`src/rtl/sitcpxg_pkg.sv`:
```
// Shared constants, arbiter state type and byte-count helper for the SiTCPXG TX arbiter.
package sitcpxg_pkg;

  localparam int TX_DW        = 64;
  localparam int TX_BW        = 4;
  localparam int TX_MAX_BYTES = 8;

  typedef enum logic [0:0] {
    IDLE = 1'b0,
    XFER = 1'b1
  } arb_state_t;

  // A requester may report more bytes than a word holds; the SiTCPXG port only takes up to 8.
  function automatic logic [TX_BW-1:0] clamp_bytes(input logic [TX_BW-1:0] b);
    return (b > TX_BW'(TX_MAX_BYTES)) ? TX_BW'(TX_MAX_BYTES) : b;
  endfunction

endpackage

```
`src/rtl/sitcpxg_rr_pick.sv`:
```
// Combinational round-robin picker: first asserted request strictly after last_idx, wrapping.
module sitcpxg_rr_pick #(
  parameter int N  = 3,
  parameter int IW = 2
) (
  input  logic [N-1:0]  req,
  input  logic [IW-1:0] last_idx,
  output logic [N-1:0]  grant,
  output logic [IW-1:0] idx
);

  logic found;
  int   c;

  always_comb begin
    grant = '0;
    idx   = '0;
    found = 1'b0;
    c     = 0;
    for (int k = 1; k <= N; k++) begin
      c = (int'(last_idx) + k) % N;
      if (!found && req[c]) begin
        found    = 1'b1;
        grant[c] = 1'b1;
        idx      = IW'(c);
      end
    end
  end

endmodule

```
`src/rtl/sitcpxg_tx_arbiter.sv`:
```
// Round-robin, burst-granular arbiter sharing the SiTCPXG TCP transmit port among NUM_REQ sources.
// Optional per-requester word and stall counters are built when SITCPXG_TX_ARB_STATS_EN is defined.
//
// state | meaning
// IDLE  | no owner; pick next requester when link is up, buffer has room and someone is valid
// XFER  | GRANT owner streams words until LAST, MAX_BURST words, or connection loss
module sitcpxg_tx_arbiter
  import sitcpxg_pkg::*;
#(
  parameter int NUM_REQ   = 3,
  parameter int MAX_BURST = 256
) (
  input  logic                     CLK156M,
  input  logic                     RSTn,
  input  logic                     ESTABLISHED,
  input  logic                     TX_AFULL,
  input  logic [NUM_REQ-1:0]       REQ_VALID,
  input  logic [NUM_REQ-1:0]       REQ_LAST,
  input  logic [NUM_REQ*TX_DW-1:0] REQ_DATA,
  input  logic [NUM_REQ*TX_BW-1:0] REQ_BYTES,
  output logic [NUM_REQ-1:0]       REQ_READY,
  output logic [NUM_REQ-1:0]       GRANT,
  output logic [TX_DW-1:0]         TX_D,
  output logic [TX_BW-1:0]         TX_B
`ifdef SITCPXG_TX_ARB_STATS_EN
  ,
  output logic [NUM_REQ*32-1:0]    STAT_WORDS,
  output logic [31:0]              STAT_STALL
`endif
);

  localparam int IW  = $clog2(NUM_REQ);
  localparam int BCW = $clog2(MAX_BURST + 1);

  arb_state_t         state, state_nx;
  logic [NUM_REQ-1:0] grant_nx, pick_grant;
  logic [IW-1:0]      gidx, gidx_nx, rr_ptr, rr_ptr_nx, pick_idx;
  logic [BCW-1:0]     burst_cnt, burst_cnt_nx;
  logic               go, xfer, burst_end;
  logic               sel_valid, sel_last;
  logic [TX_DW-1:0]   sel_data;
  logic [TX_BW-1:0]   sel_bytes;

  sitcpxg_rr_pick #(
    .N  (NUM_REQ),
    .IW (IW)
  ) u_rr_pick (
    .req      (REQ_VALID),
    .last_idx (rr_ptr),
    .grant    (pick_grant),
    .idx      (pick_idx)
  );

  always_comb begin
    sel_valid = 1'b0;
    sel_last  = 1'b0;
    sel_data  = '0;
    sel_bytes = '0;
    for (int i = 0; i < NUM_REQ; i++) begin
      if (gidx == IW'(i)) begin
        sel_valid = REQ_VALID[i];
        sel_last  = REQ_LAST[i];
        sel_data  = REQ_DATA[TX_DW*i +: TX_DW];
        sel_bytes = REQ_BYTES[TX_BW*i +: TX_BW];
      end
    end
  end

  assign go        = ESTABLISHED & ~TX_AFULL;
  assign xfer      = (state == XFER) & go & sel_valid;
  assign burst_end = (burst_cnt == BCW'(MAX_BURST - 1));
  assign REQ_READY = ((state == XFER) && go) ? GRANT : '0;

  always_comb begin
    state_nx     = state;
    grant_nx     = GRANT;
    gidx_nx      = gidx;
    rr_ptr_nx    = rr_ptr;
    burst_cnt_nx = burst_cnt;
    case (state)
      IDLE: begin
        if (go && |REQ_VALID) begin
          state_nx     = XFER;
          grant_nx     = pick_grant;
          gidx_nx      = pick_idx;
          burst_cnt_nx = '0;
        end
      end
      XFER: begin
        // Connection loss keeps rr_ptr so the interrupted owner is first on reconnect.
        if (!ESTABLISHED) begin
          state_nx = IDLE;
          grant_nx = '0;
        end else if (xfer) begin
          burst_cnt_nx = burst_cnt + 1'b1;
          if (sel_last || burst_end) begin
            state_nx  = IDLE;
            grant_nx  = '0;
            rr_ptr_nx = gidx;
          end
        end
      end
      default: begin
        state_nx = IDLE;
        grant_nx = '0;
      end
    endcase
  end

  always_ff @(posedge CLK156M or negedge RSTn) begin
    if (!RSTn) begin
      state     <= IDLE;
      GRANT     <= '0;
      gidx      <= '0;
      rr_ptr    <= IW'(NUM_REQ - 1);
      burst_cnt <= '0;
    end else begin
      state     <= state_nx;
      GRANT     <= grant_nx;
      gidx      <= gidx_nx;
      rr_ptr    <= rr_ptr_nx;
      burst_cnt <= burst_cnt_nx;
    end
  end

  always_ff @(posedge CLK156M or negedge RSTn) begin
    if (!RSTn) begin
      TX_D <= '0;
      TX_B <= '0;
    end else if (xfer) begin
      TX_D <= sel_data;
      TX_B <= clamp_bytes(sel_bytes);
    end else begin
      TX_B <= '0;
    end
  end

`ifdef SITCPXG_TX_ARB_STATS_EN
  always_ff @(posedge CLK156M or negedge RSTn) begin
    if (!RSTn) begin
      STAT_WORDS <= '0;
      STAT_STALL <= '0;
    end else begin
      for (int i = 0; i < NUM_REQ; i++) begin
        if (xfer && gidx == IW'(i))
          STAT_WORDS[32*i +: 32] <= STAT_WORDS[32*i +: 32] + 32'd1;
      end
      if (state == XFER && TX_AFULL && STAT_STALL != 32'hFFFF_FFFF)
        STAT_STALL <= STAT_STALL + 32'd1;
    end
  end
`endif

endmodule

```
`config.mk`:
```
export PLATFORM = sky130hd
export DESIGN_NAME = sitcpxg_tx_arbiter
export DESIGN_NICKNAME = d
export VERILOG_FILES = /design/src/rtl/sitcpxg_pkg.sv /design/src/rtl/sitcpxg_rr_pick.sv /design/src/rtl/sitcpxg_tx_arbiter.sv
export SDC_FILE = /design/constraint.sdc
export NUM_CORES = 1
export LEC_CHECK = 0
export CORE_ASPECT_RATIO = 1.2
export CORE_MARGIN = 2
export CORE_UTILIZATION = 41
export DETAILED_ROUTE_END_ITERATION = 10
export PLACE_DENSITY = 0.83
export SLEW_MARGIN = 20
export SYNTH_ARGS = -nofsm -noshare
export SYNTH_HDL_FRONTEND = slang
export SYNTH_SLANG_ARGS = --single-unit
```
`constraint.sdc`:
```
create_clock -name CLK156M -period 5.6 [get_ports CLK156M]
set_input_delay 1.12 -clock CLK156M [delete_from_list [all_inputs] [get_ports CLK156M]]
set_output_delay 1.12 -clock CLK156M [all_outputs]
set_load 0.1 [all_outputs]
```
==> results of run 1 <==
## cells in the mapped netlist, types with 7 or more instances
| library cell | instances | area share, % |
|---|---|---|
| nand3_1 | 7 | 0.72 |
| dfrtp_1 | 84 | 43 |
| and3_1 | 7 | 0.90 |
| buf_2 | 24 | 2.5 |
| nand2_1 | 74 | 5.7 |
| o21ai_0 | 55 | 5.6 |
| mux2i_1 | 72 | 15 |
| inv_1 | 7 | 0.54 |
| nor2_1 | 82 | 6.3 |
| clkbuf_1 | 16 | 1.2 |
| a21oi_1 | 69 | 7.1 |
| o21ai_1 | 13 | 1.3 |
## layer usage
layer / GRT usage [%] / vias up / wire length, um
met3: 5.64 / 48 / 1130
met5: 0 / - / 0
met2: 44.2 / 226 / 8410
met1: 27.7 / 2372 / 6290
met4: 10.7 / 0 / 577
li1: - / 2467 / -
## cell families (layout without fill, tap and decap cells)
family / count (synthesis) / in the layout / share of synthesized area (%)
compound gates: 157 / 157 / 17.6
simple gates: 189 / 189 / 16.4
buf+inv: 49 / 314 / 4.54
mux: 74 / 74 / 15.2
flops: 85 / 85 / 43.6
fa+ha+maj: 6 / 6 / 1.54
xor+xnor: 6 / 6 / 1.08
## state kept, by name (all words and copies together) (netlist names)
| name | count |
|---|---|
| state | 1 |
| TX_D | 64 |
| gidx | 2 |
| TX_B | 4 |
| GRANT | 3 |
| burst_cnt | 9 |
| rr_ptr | 2 |
## power by group through the flow
stage	Sequential, uW	Combinational [uW]	Clock (uW)
final	987	2910	552
after global routing	1010	3050	586
after CTS	986	2910	564
after detailed placement	996	2910	0
after global placement	980	2860	0
after floorplan	2240	894	0
## through the flow
| stage | instances | total power [uW] |
|---|---|---|
| floorplan | 566 | 3130 |
| global placement | 972 | 3840 |
| detailed placement | 972 | 3900 |
| CTS | 988 | 4460 |
| global route | 988 | 4650 |
| finish | 988 | 4450 |
## worst max-delay path, cell delays in order
cell and delay [ns]:
clkdlybuf4s50_1 0.52, nand3b_1 0.23, nor2_1 0.18, clkdlybuf4s50_1 1.16
## worst paths after layout
path	slack (ns)	depth (start not counted)	from	to
worst max-delay path	1.27	4	ESTABLISHED	REQ_READY[2]
worst min-delay path	0.48	2	TX_D[43]	TX_D[43]
worst max register to register	2.84	7	gidx[0]	TX_B[0]
worst min register to register	0.48	2	TX_D[43]	TX_D[43]
max in group asynchronous	3.81	2	RSTn	gidx[0]
min in group asynchronous	0.76	1	RSTn	TX_D[20]
## area by class of cell
cell class                 instances  area, sq um
inverter                           7         26.3
tap                              157          196
multi-input combinational        432         2540
clock inverter                     4         22.5
sequential                        85         2130
fill                             937         3490
timing repair buffer             291         2900
clock buffer                      12          256
==> impl_metrics.ini, run 1 <==
[status]
status = completed

[worst_setup_path]
critPathKind = primary input to primary output
cp_max_fo = 4
required_ns = 4.48
cp-start-kind = primary input
worstSetupEndpointType = primary output
cp.arrival_ns = 3.21

[logic_synthesis]
syn_avg_cell_area_sq_um = 8.62
ys_async_sr_fraction_pct = 100
synthCells = 566
synthFlopType = dfrtp_1
synth_nets = 786
seq_area_frac_synth_pct = 43.6
syn_area_sq_um = 4880
yosys.cell_types.count = 44
yosysWarnings = 0
synth-seq-cells = 85
synth_edf_count = 0

[sta]
setup_tns_ns = 0
fin_crit_ns = 4.33
clock.fmax_mhz = 231
fin_worst_skew_ns = 0.00587
setup_ws_ns = 1.27
rsz0062_at_grt = false
hold_ws_ns = 0.480
tightest_slew_ns = 1.05
drv_slew = 0
post-route-period-util_pct = 77.3
setup_violations = 0
hold_viol = 0
slew_headroom_pct = 29.6

[min_path]
min-delay-path-class = flip-flop to flip-flop

[route]
dr.pass1.iters = 5
viasPerCell = 5.18
antenna_left = 0
drtIter0Drc = 198
wl_per_cell_um = 16.6
vias = 5113
routed_wl_um = 16400
drc = 0

[grt]
antenna_found_initial = 0
grt_pass1_vias = 5104
grt_usage_pct = 24.4
grt_max_degree = 135
overflow = 0
grt_pass1_wl_um = 25200

[power]
power_density_nw_per_um2 = 551
pwr-share-comb_pct = 65.4
power_leakage_uw = 0.00340
seq_power_share_pct = 22.2
p_switching_uw = 2480
p_int_uw = 1970
switching_share_pct = 55.8
clockPowerShare_pct = 12.4
irDropWorstVdd_uv = 305

[layout]
area_growth_pct = 65.6
final_common_cell = clkdlybuf4s50_1
num-nets-final = 1046
drive_gt1_share_pct = 3.73
utilization_pct = 69.8
mostFrequentLayoutCells = clkdlybuf4s50_1 (286), dfrtp_1 (82), nor2_1 (82), nand2_1 (74), mux2i_1 (72)
n_antenna_cell = 0
final_area_sq_um = 8080

[cts]
hold_buffers = 0
cts_tree = done
cts_sinks = 85
cts.root.buffer_cell = clkbuf_16
clk_latency_ns = 0.33
cts.clk_slew.worst_paths_ns = 0.06
clockBufferDepth = 2
cts-htree-levels = 3
ctsResizeCount = 0
postCtsSetupBuffers = 0
numCtsBuffers = 9

[floorplanning]
dieWidth_um = 104
initial_core_util_pct = 42.2
die_h_um = 123
dieArea_sq_um = 12800
core_sq_um = 11600
row_count = 43
io_pins = 288

[place]
dp_hpwl_um = 12400
pre_cts_slack_ns = 1.28
place_area_sq_um = 7790
io_buffers = 287
gp_congestion = 0.885

[job]
drv_cap = 0
Note: power is estimated with default switching activity, not from simulation.
==> inputs of run 2 (changes only) <==
Settings changed: CORE_UTILIZATION 41 to 38, PLACE_DENSITY 0.83 to 0.78.
Clock period 5.6 ns to 4.3 ns, I/O delays scaled along.
==> impl_metrics.ini, run 2 (same netlist as run 1, synthesis figures left out) <==
[sta]
clock.fmax_mhz = 334
setup_tns_ns = 0
fin_worst_skew_ns = 0.00996
drv_slew = 0
fin_crit_ns = 3.00
slew_headroom_pct = 29.4
tightest_slew_ns = 1.06
rsz0062_at_grt = false
hold_viol = 0
post-route-period-util_pct = 69.7
setup_violations = 0

[layout]
mostFrequentLayoutCells = clkdlybuf4s50_1 (283), dfrtp_1 (82), nor2_1 (82), nand2_1 (74), mux2i_1 (72)
area_growth_pct = 66.3
largest-register = TX_D
n_antenna_cell = 0
largest_reg_flops = 64
final_common_cell = clkdlybuf4s50_1
fill_cells = 1054
num-nets-final = 1047
utilization_pct = 64.3
final_area_sq_um = 8110
drive_gt1_share_pct = 4.33
reg_top3 = TX_D (64), burst_cnt (9), TX_B (4)

[grt]
antenna_found_initial = 0
grt_pass1_wl_um = 24200
grt_max_degree = 112
overflow = 0
grt_usage_pct = 22.5
grt_pass1_vias = 4973

[cts]
cts.root.buffer_cell = clkbuf_16
numCtsBuffers = 9
ctsResizeCount = 0
cts_tree = done
cts-htree-levels = 3
cts_sinks = 85
hold_buffers = 0
clockBufferDepth = 2
cts.clk_slew.worst_paths_ns = 0.06
clk_latency_ns = 0.33
postCtsSetupBuffers = 0

[floorplanning]
initial_core_util_pct = 38.7
io_pins = 288
core_sq_um = 12600
dieWidth_um = 107
die_h_um = 128
row_count = 45
dieArea_sq_um = 13800

[power]
power_leakage_uw = 0.00343
irDropWorstVdd_uv = 418
power_density_nw_per_um2 = 723

[route]
drc = 0
wl_met3_um = 1080
vias = 4990
drtIter0Drc = 193
wl_met1_um = 6160
wl_met2_um = 8250
viasPerCell = 5.01
routed_wl_um = 16000
antenna_left = 0
highest_layer = met4
dr.pass1.iters = 4
wl_per_cell_um = 16.0

[worst_setup_path]
max_stage_delay_ns = 0.67
ff2ff_path_depth = 6
crit_chain = clkdlybuf4s50_1 > nand2b_1 > a21oi_4 > nand2_4 > buf_4 > nand2_1 > o21ai_0
r2r_start = gidx[0]
cp-start-kind = primary input
critPathKind = primary input to flip-flop
timing.rr.end = GRANT[0]
required_ns = 4.47
reg2reg_slack_ns = 1.63
path_delay_family = buffers and inverters
cp_max_fo = 111
cp.arrival_ns = 3.17
worstSetupEndpointType = flip-flop
critical_path_buf_inv_count = 2
critPathSlowestCell = clkdlybuf4s50_1

[min_path]
hold_path_depth = 2
min_from = TX_D[59]
min-delay-path-class = flip-flop to flip-flop
holdPathEnd = TX_D[59]

[place]
gp_congestion = 0.862
io_buffers = 287
place_area_sq_um = 7800
dp_hpwl_um = 12400

[status]
status = completed

[job]
drv_cap = 0
==> run 2: changes by cell type in the layout (fill, tap and decap cells not counted) <==
cell             previous run  this run
clkbuf_1                    1         0
clkinv_4                    0         1
clkinv_2                    3         1
nand2_4                     0         1
nand2_8                     1         0
buf_4                       5         9
bufinv_16                   0         1
clkinvlp_4                  1         2
clkdlybuf4s50_1           286       283
==> run 2: cell type report <==
class,count,area (sq um),share of cell area (%)
Clock buffer,11,253,3.12
Clock inverter,5,58.8,0.725
Inverter,7,26.3,0.324
Multi-Input combinational cell,432,2530,31.3
Sequential cell,85,2130,26.3
Tap cell,164,205,2.53
Timing Repair Buffer,292,2900,35.8
==> run 2: worst max path at each step <==
stage / from / to / slack, ns / cells past startpoint
after detailed placement: REQ_VALID[2] / TX_D[45] / 0.94 / 7
after global placement: REQ_VALID[2] / TX_D[45] / 1.02 / 7
after CTS: REQ_VALID[2] / TX_D[45] / 1.29 / 7
final: REQ_VALID[2] / TX_D[45] / 1.30 / 7
after floorplan: TX_AFULL / REQ_READY[0] / 1.06 / 2
after global routing: REQ_VALID[2] / TX_D[41] / 1.06 / 7
==> run 2: where the power goes <==
group | internal, uW | total (uW) | switching, uW | leakage (uW)
clock | 482 | 797 | 315 | 0.000148
sequential | 1060 | 1310 | 248 | 0.00111
combinational | 1080 | 3760 | 2680 | 0.00217
==> run 2: layer usage <==
metal	up-vias	GRT usage, %
li1	2473	-
met1	2311	25.4
met2	179	40.5
met3	27	4.73
met4	0	9.88
met5	-	0
==> run 2: worst reg2reg max path: stages, from the launching register on <==
cell and delay (ns):
dfrtp_4 0.83, buf_4 0.63, mux2i_1 0.34, nor2_1 0.07, o211ai_2 0.30, a31oi_1 0.20
o22ai_1 0.20
==> run 2: through the flow <==
step | hold WS (ns) | cells | total power [uW] | setup slack [ns]
after global routing | 0.505 | 996 | 6150 | 1.06
final | 0.477 | 996 | 5860 | 1.30
after floorplan | 0.467 | 566 | 4080 | 1.06
after CTS | 0.483 | 996 | 5910 | 1.29
after global placement | 0.461 | 980 | 5040 | 1.02
after detailed placement | 0.470 | 980 | 5090 | 0.941
==> inputs of run 3 (changes only) <==
Settings changed: CORE_UTILIZATION 38 to 35, PLACE_DENSITY 0.78 to 0.75.
Clock period 4.3 ns to 2.6 ns, I/O delays scaled along.
==> impl_metrics.ini, run 3 (same netlist as run 1, synthesis figures left out) <==
[status]
status = completed

[sta]
clock.fmax_mhz = 437
post-route-period-util_pct = 88.1
setup_violations = 0
fin_crit_ns = 2.29
tightest_slew_ns = 0.571
hold_viol = 0
rsz0062_at_grt = false
slew_headroom_pct = 61.9
setup_tns_ns = 0
fin_worst_skew_ns = 0.00886
setup_ws_ns = 0.309
drv_slew = 0

[floorplanning]
io_pins = 288
row_count = 47
die_h_um = 133
dieArea_sq_um = 14900
core_sq_um = 13700
initial_core_util_pct = 35.6
dieWidth_um = 112

[cts]
clockBufferDepth = 2
postCtsSetupBuffers = 0
hold_buffers = 0
cts_sinks = 85
cts.root.buffer_cell = clkbuf_16
clk_latency_ns = 0.34
cts.clk_slew.worst_paths_ns = 0.06
cts_tree = done
cts-htree-levels = 3
numCtsBuffers = 9
ctsResizeCount = 0

[job]
drv_cap = 0

[worst_setup_path]
cp.arrival_ns = 1.77
required_ns = 2.08
worstSetupEndpointType = primary output
cp-start-kind = primary input
ff2ff_path_depth = 8
critPathKind = primary input to primary output
cp_max_fo = 4

[grt]
overflow = 0
grt_pass1_wl_um = 26000
grt_usage_pct = 21.7
grt_pass1_vias = 5200
antenna_found_initial = 0
grt_max_degree = 89

[route]
routed_wl_um = 16300
drtIter0Drc = 210
drc = 0
wl_per_cell_um = 16.2
vias = 5076
viasPerCell = 5.02
dr.pass1.iters = 6
antenna_left = 0

[place]
gp_congestion = 0.921
dp_hpwl_um = 12900
io_buffers = 287
pre_cts_slack_ns = 0.220

[layout]
largest_reg_flops = 64
final_common_cell = clkdlybuf4s50_1
largest-register = TX_D
drive_gt1_share_pct = 13.8
n_antenna_cell = 0
num-nets-final = 1055
area_growth_pct = 65.9
mostFrequentLayoutCells = clkdlybuf4s50_1 (212), dfrtp_1 (82), buf_4 (82), nor2_1 (79), nand2_1 (74)
reg_top3 = TX_D (64), burst_cnt (9), TX_B (4)

[power]
power_density_nw_per_um2 = 1200
irDropWorstVdd_uv = 647
power_leakage_uw = 0.00360

[min_path]
min-delay-path-class = primary input to asynchronous set/reset pin
[run 3: layout make-up]
cell class | count | area [sq um]
Tap cell | 171 | 214
Clock inverter | 4 | 72.6
Inverter | 7 | 26.3
Sequential cell | 85 | 2130
Multi-Input combinational cell | 432 | 2540
Timing Repair Buffer | 300 | 2860
Fill cell | 1226 | 5610
Clock buffer | 12 | 246
[run 3: where the power goes]
part	internal, uW	total, uW	switching [uW]
sequential	1760	2040	284
clock	866	1360	496
combinational	1700	6290	4590
[run 3: metal layers]
layer	up-vias	GRT usage [%]	part of all wire, %
met1	2364	24.0	38
li1	2485	-	-
met3	28	6.51	7.8
met2	199	39.6	51
met5	-	0	0
met4	0	7.34	2.5
[run 3: worst max-delay path: stages]
cell	delay (ns)
clkdlybuf4s50_1	0.53
nand3b_1	0.18
buf_4	0.20
nor2_2	0.14
buf_12	0.19
[run 3: final timing paths]
kind                       slack [ns]    startpoint      endpoint
min in group CLK156M             0.48      TX_D[49]      TX_D[49]
min                              0.17          RSTn      TX_D[24]
max reg2reg                      0.51  burst_cnt[0]      GRANT[1]
max in group asynchronous        1.74          RSTn     rr_ptr[1]
max                              0.31   ESTABLISHED  REQ_READY[1]
min reg2reg                      0.48      TX_D[49]      TX_D[49]
[run 3: through the flow]
step | hold WS [ns] | utilization (%) | area, sq um | power, uW | instances
final | 0.174 | 59.1 | 8090 | 9700 | 1011
after global routing | 0.208 | 59.1 | 8090 | 10200 | 1011
after CTS | 0.188 | 59.1 | 8090 | 9780 | 1011
after detailed placement | 0.471 | 56.7 | 7770 | 8390 | 995
after global placement | 0.464 | 56.7 | 7770 | 8310 | 995
after floorplan | 0.224 | - | 4880 | 6750 | 566
